`config.mk`:
```
export PLATFORM = sky130hd
export DESIGN_NAME = uart_tx
export DESIGN_NICKNAME = d
export VERILOG_FILES = /design/src/rtl/uart_tx.sv
export SDC_FILE = /design/constraint.sdc
export NUM_CORES = 1
export LEC_CHECK = 0
export CAP_MARGIN = 10
export CORE_UTILIZATION = 50
export DETAILED_ROUTE_END_ITERATION = 12
export GPL_TIMING_DRIVEN = 0
export PLACE_DENSITY = 0.7
export SLEW_MARGIN = 10
export SYNTH_ARGS = -nofsm -noshare
export SYNTH_HDL_FRONTEND = slang
export SYNTH_SLANG_ARGS = --single-unit
```
`constraint.sdc`:
```
create_clock -name clk -period 1.7 [get_ports clk]
set_clock_uncertainty 0.2 [all_clocks]
set_input_delay 0.255 -clock clk [delete_from_list [all_inputs] [get_ports clk]]
set_output_delay 0.255 -clock clk [all_outputs]
set_load 0.01 [all_outputs]
```
`src/rtl/uart_tx.sv`:
```
// rtl/uart_tx.sv - 8N1 (or 8E1 with UART_TX_PARITY_EN) serial transmitter with valid/ready byte input
module uart_tx #(
  parameter int CLKS_PER_BIT = 104,
  parameter int STOP_BITS    = 1
) (
  input  logic       clk,
  input  logic       rst,
  input  logic [7:0] data,
  input  logic       valid,
  output logic       ready,
  output logic       tx
);

  localparam int CW = (CLKS_PER_BIT > 1) ? $clog2(CLKS_PER_BIT) : 1;
  localparam logic [CW-1:0] BAUD_LAST = CW'(CLKS_PER_BIT - 1);
  localparam logic STOP_LAST = 1'(STOP_BITS - 1);

  localparam logic [2:0] S_IDLE   = 3'd0;
  localparam logic [2:0] S_START  = 3'd1;
  localparam logic [2:0] S_DATA   = 3'd2;
`ifdef UART_TX_PARITY_EN
  localparam logic [2:0] S_PARITY = 3'd3;
`endif
  localparam logic [2:0] S_STOP   = 3'd4;

  logic [2:0]    state;
  logic [CW-1:0] baud;
  logic [2:0]    bit_cnt;
  logic [7:0]    shreg;
  logic          stop_cnt;
  logic          wrap;
`ifdef UART_TX_PARITY_EN
  logic          par;
`endif

  // A bit period ends when the baud counter is about to wrap.
  assign wrap = (baud == BAUD_LAST);

  // Baud counter: parked at zero while idle, free-running 0..N-1 during a frame.
  always_ff @(posedge clk) begin
    if (rst) begin
      baud <= '0;
    end else if (state == S_IDLE) begin
      baud <= '0;
    end else if (wrap) begin
      baud <= '0;
    end else begin
      baud <= baud + CW'(1);
    end
  end

  // Frame sequencer: tx and ready are registered here so no input reaches tx combinationally.
  always_ff @(posedge clk) begin
    if (rst) begin
      state    <= S_IDLE;
      tx       <= 1'b1;
      ready    <= 1'b1;
      bit_cnt  <= 3'd0;
      shreg    <= 8'd0;
      stop_cnt <= 1'b0;
`ifdef UART_TX_PARITY_EN
      par      <= 1'b0;
`endif
    end else begin
      case (state)
        S_IDLE: begin
          if (valid && ready) begin
            shreg    <= data;
            ready    <= 1'b0;
            tx       <= 1'b0;
            bit_cnt  <= 3'd0;
            stop_cnt <= 1'b0;
            state    <= S_START;
`ifdef UART_TX_PARITY_EN
            par      <= ^data;
`endif
          end
        end
        S_START: begin
          if (wrap) begin
            tx    <= shreg[0];
            shreg <= {1'b0, shreg[7:1]};
            state <= S_DATA;
          end
        end
        S_DATA: begin
          if (wrap) begin
            if (bit_cnt == 3'd7) begin
`ifdef UART_TX_PARITY_EN
              tx    <= par;
              state <= S_PARITY;
`else
              tx    <= 1'b1;
              state <= S_STOP;
`endif
            end else begin
              bit_cnt <= bit_cnt + 3'd1;
              tx      <= shreg[0];
              shreg   <= {1'b0, shreg[7:1]};
            end
          end
        end
`ifdef UART_TX_PARITY_EN
        S_PARITY: begin
          if (wrap) begin
            tx    <= 1'b1;
            state <= S_STOP;
          end
        end
`endif
        S_STOP: begin
          if (wrap) begin
            if (stop_cnt == STOP_LAST) begin
              ready <= 1'b1;
              state <= S_IDLE;
            end else begin
              stop_cnt <= 1'b1;
            end
          end
        end
        default: begin
          state <= S_IDLE;
          tx    <= 1'b1;
          ready <= 1'b1;
        end
      endcase
    end
  end

endmodule
```
### Word-level counts from Yosys, hierarchy flattened

Index checks and enable logic that the tools add are counted.

* flip-flop bits (word level): 24
* bits of input ports: 11

* add/subtract/negate cells: 2
* equal/unequal tests: 12
* multiplexer cells: 27
* bitwise operators: 2
* reduce and logical (&&, ||, !) cells: 13

Operator list (number)
* $mux W8: 4
* $mux W3: 9
* $pmux W8 S3: 1
* $ne A2 B2 Y1 const B: 6
* $pmux W3 S4: 1
* $reduce_and A4 Y1: 3
* $mux W1: 8
* $add A7 B1 Y7 const B: 1
* $eq A7 B7 Y1 const B: 1
* $eq A3 B3 Y1 const B: 2
* $pmux W3 S2: 1
* $reduce_and A6 Y1: 1
* $reduce_and A5 Y1: 1
* $pmux W1 S4: 1
* $reduce_bool A2 Y1: 2
* $add A3 B1 Y3 const B: 1
* $eq A3 B1 Y1 const B: 1
* $eq A3 B2 Y1 const B: 1
* $logic_not A3 Y1: 1
* $pmux W1 S3: 1
* $reduce_and A3 Y1: 1
* $reduce_bool A3 Y1: 1
* $reduce_or A3 Y1: 1
* $ne A2 B1 Y1 const B: 1
* 4 further kinds: 5

### Logic depth before layout (Yosys ltp)

* word-level depth: 4
* gate-level depth with buffers: 6

### Worst setup path after synthesis

Ideal clock, no wire load.

* path type: reg2reg
* from: reg baud[0]
* to: reg shreg[0]
* library setup time: 0.121 ns
* arrival: 1.516 ns
* required time: 1.379 ns
* slack: -0.138 ns
* cell stages (with the launch flop): 6
* buffers on the path: 0
* period minus slack after synthesis: 1.838 ns
* cell sequence: dfxtp_1 > ha_1 > nand3_2 > o22ai_1 > a32oi_4 > mux2_4

* longest elaborated chain between the ends: 3
* elaborated cells between the ends (all ways): 4
* those cells by class: 3 x eq/ne; 1 x reduce/logical

RTL lines
* start, declared: RTL line 27 `logic [CW-1:0] baud;`
* start signal, assigned: RTL line 48 `baud <= baud + CW'(1);`
* $eq A7 B7 Y1 (*): RTL line 37 `assign wrap = (baud == BAUD_LAST);`
* $ne A2 B2 Y1 (no line)
* $reduce_and A5 Y1 (no line) (*)
* end signal, assigned: RTL line 68 `shreg <= data;`
* end signal, assigned: RTL line 82 `shreg <= {1'b0, shreg[7:1]};`
* end signal, assigned: RTL line 99 `shreg <= {1'b0, shreg[7:1]};`
* end, declared: RTL line 29 `logic [7:0] shreg;`

Every way passes the cells marked *; elsewhere a longest branch is shown, timed or not.
A chain may end at the register's enable or synchronous reset.

### Worst setup path after layout

* from: reg baud[4]
* to: reg bit_cnt[0]

* longest elaborated chain between the ends: 3

RTL lines
* $eq A7 B7 Y1: RTL line 37
* $ne A2 B2 Y1 (no line)
* $reduce_and A4 Y1 (no line)
* end signal, assigned: RTL line 97 `bit_cnt <= bit_cnt + 3'd1;`
* end, declared: RTL line 28 `logic [2:0] bit_cnt;`

Every way passes these cells.

==> results.txt <==
- Pwr/cell area: 604 mW/mm^2
- Switching share of total power: 0.262
* Worst hold path cell count: 2
* Worst path required time: 1690 ps
- After synthesis, the share of flip-flops with an asynchronous set or reset is 0.
* TritonCTS buffer count: 3
- The mapped netlist covers 0.00128 mm^2.
- Nature of the critical path endpoint: flip-flop
- Wire length of the first global-routing pass: 5.26 mm
- For the worst-skew pair, the clock arrives at the later sink with an insertion delay of 310 ps.
- Of the total power, the clock network draws 0.250.
* Initial Util: 0.554
- Max-cap viol count: 0
- CTS H-tree depth: 1
- At the end of the flow the core is filled with cells to 0.723.
- TritonCTS clock tree: built
- Subtracting the final worst setup slack from the clock period gives 1820 ps.
- Input and output buffers added on the ports amount to 12.
- Summing all flip-flop and latch instances after layout gives 473 um^2.
- The share of the Yosys chip area taken by registers is 0.359.
- Summed over all failing endpoints, the final setup total negative slack is -1350 ps.
- Static leakage: 0.000611 uW
- In this run, synthesis produced a sequential element count of 23.
- The number of antenna violations at the first check in global routing is 0.
* Netlist cell types: 39
* Clock Pin Slew Worst Setup and Hold Paths: 120 ps
- In this run the worst path has a maximum fanout of 5.
* Synthesized net count: 158
- Actual slew at the worst max-slew pin: 511 ps
- After floorplanning, the core was sized to cover 0.00232 mm^2.
- The congestion estimate from routability-driven global placement came to 0.812.
- Post-synth top area cell: sky130_fd_sc_hd__dfxtp_1
- Remaining Overflow, GRT: 0
- The clock net in this run drives a total of 23 sinks.
* Via count: 1171
* Number of diodes added for antenna fixing: 0
* Final WL: 3.12 mm
* Die Height: 52.7 um
- The layout has 184 filler cells.
- Die ar.: 0.00277 mm^2
* DP HPWL: 2.01 mm
- Slew Limit Headroom: 0.659
- Dividing the final minimum period by the clock period gives 1.07.
- Dividing the detail-routed via count by the number of cells gives 5.91.
- Result of the run: finished, violations left
* Final standard cell area without fillers: 0.00168 mm^2
- Entering global routing, the biggest net connects 13 pins.
- Row count: 17
* Hold Crit Class: flip-flop to flip-flop
- CP Launch Type: flip-flop
- Of the post-synthesis cell area, the dominant cell type holds 0.359.
- Synthesis handed over a netlist of 144 instances.
* Net switching component of the power: 265 uW
* Placed insts: 184
- WP data arrival: 1810 ps
- Synth top area cells: sky130_fd_sc_hd__dfxtp_1, sky130_fd_sc_hd__mux2_4, sky130_fd_sc_hd__a21oi_1, sky130_fd_sc_hd__o21ai_0, sky130_fd_sc_hd__nor2b_1
* Critical path start-end classification: flip-flop to flip-flop
* Via count of the first global-routing pass: 1107
- Non-filler cells in the finished layout: 198
- Of the total power, combinational logic draws 0.189.
- Longest Clk Path Bufs: 2
- The checks that failed: negative setup slack.
- The tree is rooted in a sky130_fd_sc_hd__clkbuf_4.
- Share of final-layout standard cells stronger than drive strength 1: 0.276
- Setup repair after global routing could not meet its margin everywhere.
- Across all setup checks in the final design, the least slack found is -122 ps.
- Number of iterations in the first detailed-routing pass: 4
- The multi-input combinational cells in the finished layout cover a total of 870 um^2.
- Cell internal power was estimated by the tool at 748 uW.
- The final-report max-slew violation count came to 0.
- The number of hold-slack violations in the final timing report was 0.
- The commonest cells after synthesis are sky130_fd_sc_hd__dfxtp_1, sky130_fd_sc_hd__a21oi_1, sky130_fd_sc_hd__o21ai_0, sky130_fd_sc_hd__nand3_1, sky130_fd_sc_hd__nor2_1.
- For this block, the initial DRC count from the detailed router was 14.
* Warnings from Yosys: 0
- Avg Synthesized Cell Area: 8.91 um^2
- For the worst flop-to-flop path, the logic depth is 4.
- Post-DRT Antenna Nets: 0
- All-layer global routing usage: 0.259
* Portion of total power attributed to sequential cells: 0.561
- After detailed routing, the average wire length per cell comes to 15.8 um.
* DRC Markers: 0
- The most used flip-flop cell after synthesis is sky130_fd_sc_hd__dfxtp_1.
- For this run, the top clock speed supported by timing is 549 MHz.
- VDD sags by at most 0.493 mV.
- Signed area change from the synthesized netlist to the final layout: 30.6%
- Setup violations remaining at the end of the flow were counted as 16.
* Number of nets in the layout: 185
* Dominant cell by count in the synthesized netlist: sky130_fd_sc_hd__dfxtp_1
- 13 I/O pins were placed.
- Width of the chip: 52.7 um
- After detailed placement, the total cell area comes to 0.00147 mm^2.
* Post-synth EDFFs: 0
final cells by class:
cell class              instances  share of cell area
well taps                      28              0.0209
inverters                       5              0.0119
repair buffers                 22               0.127
clock buffers                   4              0.0157
flip-flops and latches         23               0.282
plain buffers                   7              0.0239
multi-input cells             109               0.519
worst max-delay path: stages, from the launching register on:
cell and delay [ps]:
sky130_fd_sc_hd__dfxtp_4 360, sky130_fd_sc_hd__or3b_4 440, sky130_fd_sc_hd__o32a_1 400, sky130_fd_sc_hd__o31ai_1 210
sky130_fd_sc_hd__a21oi_1 90
cell families (layout without fill, tap and decap cells):
| group | Yosys count | in the layout | share of synthesized area |
|---|---|---|---|
| flip-flops | 23 | 23 | 0.359 |
| AO/OA/AOI/OAI | 45 | 45 | 0.234 |
| AND/OR/NAND/NOR | 47 | 47 | 0.210 |
| adder cells (fa/ha/maj) | 3 | 3 | 0.0292 |
| multiplexers | 8 | 8 | 0.0897 |
| XOR/XNOR | 6 | 6 | 0.0409 |
| buffers and inverters | 12 | 38 | 0.0380 |
per-layer routing:
metal  share of wire  vias up  GRT usage
met1            0.48      562      0.353
met5               0        -          0
li1                -      579          -
met4          0.0045        0     0.0965
met3           0.041        2     0.0290
met2            0.47       28      0.414
state kept, by name, summed over array words and instances, names as in the netlist:
name / flops
shreg: 8
baud: 7
bit_cnt: 3
state: 3
ready: 1
tx: 1
timing repair:
action / 4_1_cts / 5_1_grt
hold buffers: 0 / 0
gates resized for setup: 13 / 11
buffers inserted: 9 / 1
endpoints found under the setup margin: 19 / 22
pin swaps: 7 / 7
placed cells by master (no fill, tap or decap), drive strengths merged, types with 3 or more instances in the layout:
cell type,synthesis,layout
a21oi,15,15
clkbuf,4,9
dfxtp,23,23
mux2,7,7
o21ai,12,12
nor2,11,11
clkdlybuf4s50,0,10
xnor2,3,3
nor2b,9,9
o211ai,3,3
inv,4,4
ha,3,3
xor2,3,3
nor3,3,3
o31ai,3,3
buf,3,12
nand3,12,12
path summary, 6_finish.rpt:
| check | from | to | slack (ps) |
|---|---|---|---|
| worst min-delay path | shreg[7] | shreg[7] | 280 |
| worst max-delay path | baud[4] | bit_cnt[0] | -120 |
| worst min register to register | shreg[7] | shreg[7] | 280 |
| worst max register to register | baud[4] | bit_cnt[0] | -120 |
through the flow:
step                setup slack, ps  power (uW)  hold slack (ps)
floorplan                     -38.5         698              238
detailed placement             -368         758              263
global placement               -373         754              249
CTS                            -142        1020              281
global route                   -163        1060              306
finish                         -122        1010              281
power groups by stage:
| stage | clock [uW] | combinational [uW] | sequential (uW) |
|---|---|---|---|
| after CTS | 267 | 187 | 569 |
| after detailed placement | 0 | 174 | 584 |
| after global routing | 284 | 206 | 572 |
| after floorplan | 0 | 114 | 584 |
| final | 253 | 191 | 569 |
| after global placement | 0 | 171 | 583 |
Power figures use the tool's default switching activity.
==> patch 1 (same settings) <==
Set the parameter `CLKS_PER_BIT` to 208 (it was 104).
--- a/src/rtl/uart_tx.sv
+++ b/src/rtl/uart_tx.sv
@@ -2,3 +2,3 @@
 module uart_tx #(
-  parameter int CLKS_PER_BIT = 104,
+  parameter int CLKS_PER_BIT = 208,
   parameter int STOP_BITS    = 1
Function: no difference found for any inputs over 10 cycles, from zero or initial values and one cycle with rst high; that may be too few to reach the edited logic, so the function may still have changed.
==> patch 1 against the original RTL <==
  * Routed wire length is 4.6% lower
  * Power up 30%
  * Worst hold slack got worse by 0.092 ns
  * Worst setup slack better by 0.0014 ns
  * Largest cell class unchanged
  * Sequential cell count grew 1
  * Synthesized area decreased by 1.4%
  * The run still ends with setup timing left
  * Highest routed layer unchanged
  * Final cell count shrank 1.5%
  * Synthesized cell count grew 2.1%
  * Sequential power increased by 10%
  * Design area shrank 4.6%
  * Core utilization is 2.7 points lower
==> patch 1: results (changes against the original RTL) <==
<table>
<tr><th>Metric</th><th>Value</th></tr>
<tr><th colspan="2">Power and ir drop</th></tr>
<tr><td>Peak supply drop</td><td>716 uV (was 493 uV)</td></tr>
<tr><th colspan="2">Status</th></tr>
<tr><td>Failing checks</td><td>setup timing (unchanged)</td></tr>
<tr><td>Outcome</td><td>complete, but fails checks (unchanged)</td></tr>
<tr><th colspan="2">Placed design</th></tr>
<tr><td>Placed cell count</td><td>186 (was 184)</td></tr>
<tr><td>Placer Congestion</td><td>0.788 (was 0.812)</td></tr>
<tr><th colspan="2">Critical path</th></tr>
<tr><td>Delay-heaviest family, CP</td><td>simple AND/OR/NAND/NOR gates (was compound AO/OA/AOI/OAI gates)</td></tr>
<tr><td>Slowest stage cell, crit path</td><td>sky130_fd_sc_hd__dfxtp_2 (was sky130_fd_sc_hd__or3b_4)</td></tr>
<tr><th colspan="2">Global routing</th></tr>
<tr><td>Gr usage total</td><td>0.246 (was 0.259)</td></tr>
<tr><td>Maximum number of pins on one net before global-route repair</td><td>15 (was 13)</td></tr>
<tr><td>Global-route wire length before repair</td><td>4.87 mm (was 5.26 mm)</td></tr>
<tr><td>Global Route met1 Usage</td><td>0.295 (was 0.353)</td></tr>
<tr><th colspan="2">Clock tree</th></tr>
<tr><td>Clk slew on worst S/H paths</td><td>0.14 ns (was 0.12 ns)</td></tr>
<tr><th colspan="2">Cells and area</th></tr>
<tr><td>Largest registers</td><td>baud: 8 flops, shreg: 8 flops (was shreg: 8 flops, baud: 7 flops)</td></tr>
<tr><th colspan="2">Timing</th></tr>
<tr><td>Final setup slack of the worst path</td><td>-0.120 ns (was -0.122 ns)</td></tr>
<tr><td>Total negative setup slack</td><td>-1.14 ns (was -1.35 ns)</td></tr>
<tr><td>Slew at the pin with the worst max-slew slack</td><td>0.509 ns (was 0.511 ns)</td></tr>
<tr><td>Worst hold slack</td><td>0.189 ns (was 0.281 ns)</td></tr>
<tr><td># setup viols final</td><td>11 (was 16)</td></tr>
<tr><th colspan="2">Min path</th></tr>
<tr><td>Classification of the worst-slack hold path</td><td>input pin to flop (was flop to flop)</td></tr>
<tr><th colspan="2">Logic synthesis</th></tr>
<tr><td>Library cells used by synthesis</td><td>41 (was 39)</td></tr>
</table>
## patch 1: timing repair
item | CTS | global route
pin swaps | 6 | 1
hold endpoints to repair | 0 | 0
resized for setup | 13 | 8
buffers inserted | 6 | 1
endpoints found under the setup margin | 22 | 24
## patch 1: area by class of cell
| cell class | count | share of cell area |
|---|---|---|
| timing repair buffer | 18 | 0.107 |
| tap | 28 | 0.0219 |
| multi-input combinational | 111 | 0.504 |
| sequential | 24 | 0.303 |
| buffer | 7 | 0.0250 |
| inverter | 3 | 0.00704 |
| clock inverter | 1 | 0.0188 |
| clock buffer | 3 | 0.0141 |
## patch 1: worst paths after layout
| check | depth (start not counted) | endpoint |
|---|---|---|
| setup / recovery | 7 | shreg[3]$_SDFFE_PP0P_ |
| hold / removal | 2 | shreg[1]$_SDFFE_PP0P_ |
| setup reg to reg | 7 | shreg[3]$_SDFFE_PP0P_ |
| hold reg to reg | 1 | baud[0]$_SDFF_PP0_ |
## patch 1: logic make-up after synthesis
group                    Yosys count  share of synthesized area
buffers and inverters             12                     0.0455
adder cells (fa/ha/maj)            3                     0.0296
AND/OR/NAND/NOR                   52                      0.230
XOR/XNOR                           8                     0.0613
AO/OA/AOI/OAI                     48                      0.254
flip-flops                        24                      0.379
## patch 1: metal layers
metal,share of wire,wire length [um]
met5,0,0
met2,0.49,1470
met4,0.012,36
met1,0.44,1320
met3,0.052,154
## patch 1: power by group
group	internal [mW]	switching [mW]	leakage (nW)	total (mW)
combinational	0.124	0.140	0.345	0.264
sequential	0.603	0.0230	0.197	0.626
clock	0.239	0.183	0.0279	0.422
total	0.966	0.346	0.570	1.31
## patch 1: worst reg2reg max path, stage by stage (launching register included)
cell and delay, ns:
sky130_fd_sc_hd__dfxtp_2 0.36, sky130_fd_sc_hd__ha_4 0.16, sky130_fd_sc_hd__ha_4 0.16, sky130_fd_sc_hd__nor4b_4 0.33, sky130_fd_sc_hd__a21oi_1 0.11, sky130_fd_sc_hd__nor2_2 0.15
sky130_fd_sc_hd__buf_4 0.15, sky130_fd_sc_hd__a311oi_1 0.08
==> patch 2 (config.mk and constraints unchanged) <==
Without the edit above. Reset style: asynchronous (`rst`), changed in 2 clocked blocks.
--- a/src/rtl/uart_tx.sv
+++ b/src/rtl/uart_tx.sv
@@ -39,3 +39,3 @@
   // Baud counter: parked at zero while idle, free-running 0..N-1 during a frame.
-  always_ff @(posedge clk) begin
+  always_ff @(posedge clk or posedge rst) begin
     if (rst) begin
@@ -52,3 +52,3 @@
   // Frame sequencer: tx and ready are registered here so no input reaches tx combinationally.
-  always_ff @(posedge clk) begin
+  always_ff @(posedge clk or posedge rst) begin
     if (rst) begin
Formal check against the unedited RTL: differs if rst is asserted again (counterexample within 4 cycles, from zero or initial values and one cycle with rst high); with rst held inactive, the same outputs for 10 cycles.
==> patch 2 against the original RTL <==
  * The flow still finishes with violations (setup timing)
  * Design area rose by 1.6%
  * Via count shrank 12%
  * Combinational power is 51% higher
  * Synthesized cell count down 18%
  * Power rose by 20%
  * Sequential cell count stayed put
  * Synthesized area unchanged
  * Routed wire length shrank 8.5%
  * Worst setup slack got worse by 0.17 ns
  * Final cell count down 7.6%
  * Critical endpoint is now shreg[2]$_DFFE_PP0P_
==> patch 2: results (changes against the original RTL) <==
<table>
<tr><th>Metric</th><th>Value</th></tr>
<tr><th colspan="2">Timing</th></tr>
<tr><td>Max_slew headroom</td><td>0.407 (was 0.659)</td></tr>
<tr><td># setup viols final</td><td>12 (was 16)</td></tr>
<tr><td>Total negative setup slack</td><td>-2.54 ns (was -1.35 ns)</td></tr>
<tr><td>Final setup slack of the worst path</td><td>-0.295 ns (was -0.122 ns)</td></tr>
<tr><td>Worst hold slack</td><td>0.193 ns (was 0.281 ns)</td></tr>
<tr><th colspan="2">Power and ir drop</th></tr>
<tr><td>Peak supply drop</td><td>769 uV (was 493 uV)</td></tr>
<tr><th colspan="2">Logic synthesis</th></tr>
<tr><td>Gate count after technology mapping</td><td>118 (was 144)</td></tr>
<tr><td>Library cells used by synthesis</td><td>41 (was 39)</td></tr>
<tr><td>Sequential element share of the synthesized area</td><td>0.450 (was 0.359)</td></tr>
<tr><td>Commonest cells post-synth</td><td>sky130_fd_sc_hd__dfrtp_1 (21), sky130_fd_sc_hd__nor2_1 (9), sky130_fd_sc_hd__mux2_4 (8), sky130_fd_sc_hd__mux2_2 (7) (was sky130_fd_sc_hd__dfxtp_1 (23), sky130_fd_sc_hd__a21oi_1 (15), sky130_fd_sc_hd__o21ai_0 (12), sky130_fd_sc_hd__nand3_1 (11), sky130_fd_sc_hd__nor2_1 (10))</td></tr>
<tr><td>Number of nets in the synthesized netlist</td><td>132 (was 158)</td></tr>
<tr><th colspan="2">Status</th></tr>
<tr><td>Failing checks</td><td>setup timing (unchanged)</td></tr>
<tr><td>Outcome</td><td>complete, but fails checks (unchanged)</td></tr>
<tr><th colspan="2">Global routing</th></tr>
<tr><td>Global-route wire length before repair</td><td>4.48 mm (was 5.26 mm)</td></tr>
<tr><td>Gr usage total</td><td>0.226 (was 0.259)</td></tr>
<tr><td>Number of global-route vias before repair</td><td>1053 (was 1107)</td></tr>
<tr><th colspan="2">Drt</th></tr>
<tr><td>First DRT Iteration DRCs</td><td>22 (was 14)</td></tr>
<tr><td>DR WL/cell</td><td>15.6 um (was 15.8 um)</td></tr>
<tr><th colspan="2">Placed design</th></tr>
<tr><td>Placer Congestion</td><td>0.837 (was 0.812)</td></tr>
<tr><td>Cell area after placement</td><td>1450 sq um (was 1470 sq um)</td></tr>
<tr><td>Placed wire-length estimate after detailed placement</td><td>1.65 mm (was 2.01 mm)</td></tr>
<tr><th colspan="2">Critical path</th></tr>
<tr><td>Slowest stage cell, crit path</td><td>sky130_fd_sc_hd__dfrtp_2 (was sky130_fd_sc_hd__or3b_4)</td></tr>
<tr><td>Critical register-to-register path startpoint</td><td>baud[3]$_DFF_PP0_ (was baud[4]$_SDFF_PP0_)</td></tr>
<tr><td>Reg2reg path depth</td><td>5 (was 4)</td></tr>
<tr><th colspan="2">Clock tree</th></tr>
<tr><td>Clk slew on worst S/H paths</td><td>0.15 ns (was 0.12 ns)</td></tr>
</table>
## patch 2: final cells by class
cell class / instances / area (sq um)
Fill cell: 163 / 616
Tap cell: 28 / 35.0
Clock inverter: 1 / 5.00
Clock buffer: 3 / 22.5
Sequential cell: 23 / 581
Inverter: 4 / 15.0
Multi-Input combinational cell: 86 / 726
Timing Repair Buffer: 34 / 290
Buffer: 4 / 28.8
## patch 2: timing repair
item,CTS,global route
endpoints found under the setup margin,17,23
resized for setup,21,16
gates cloned,1,0
pin swaps,7,3
setup buffers,17,4
## patch 2: per-layer routing
metal,share of wire,vias up,global-route usage
li1,-,500,-
met1,0.45,507,0.259
met4,0.0045,0,0.105
met2,0.52,20,0.409
met5,0,-,0
met3,0.031,2,0.0319
## patch 2: report_power, final
part	leakage, nW	total [mW]	switching (mW)	internal (mW)
logic	0.500	0.289	0.112	0.176
registers	0.281	0.660	0.0497	0.611
clock network	0.0177	0.267	0.179	0.0881
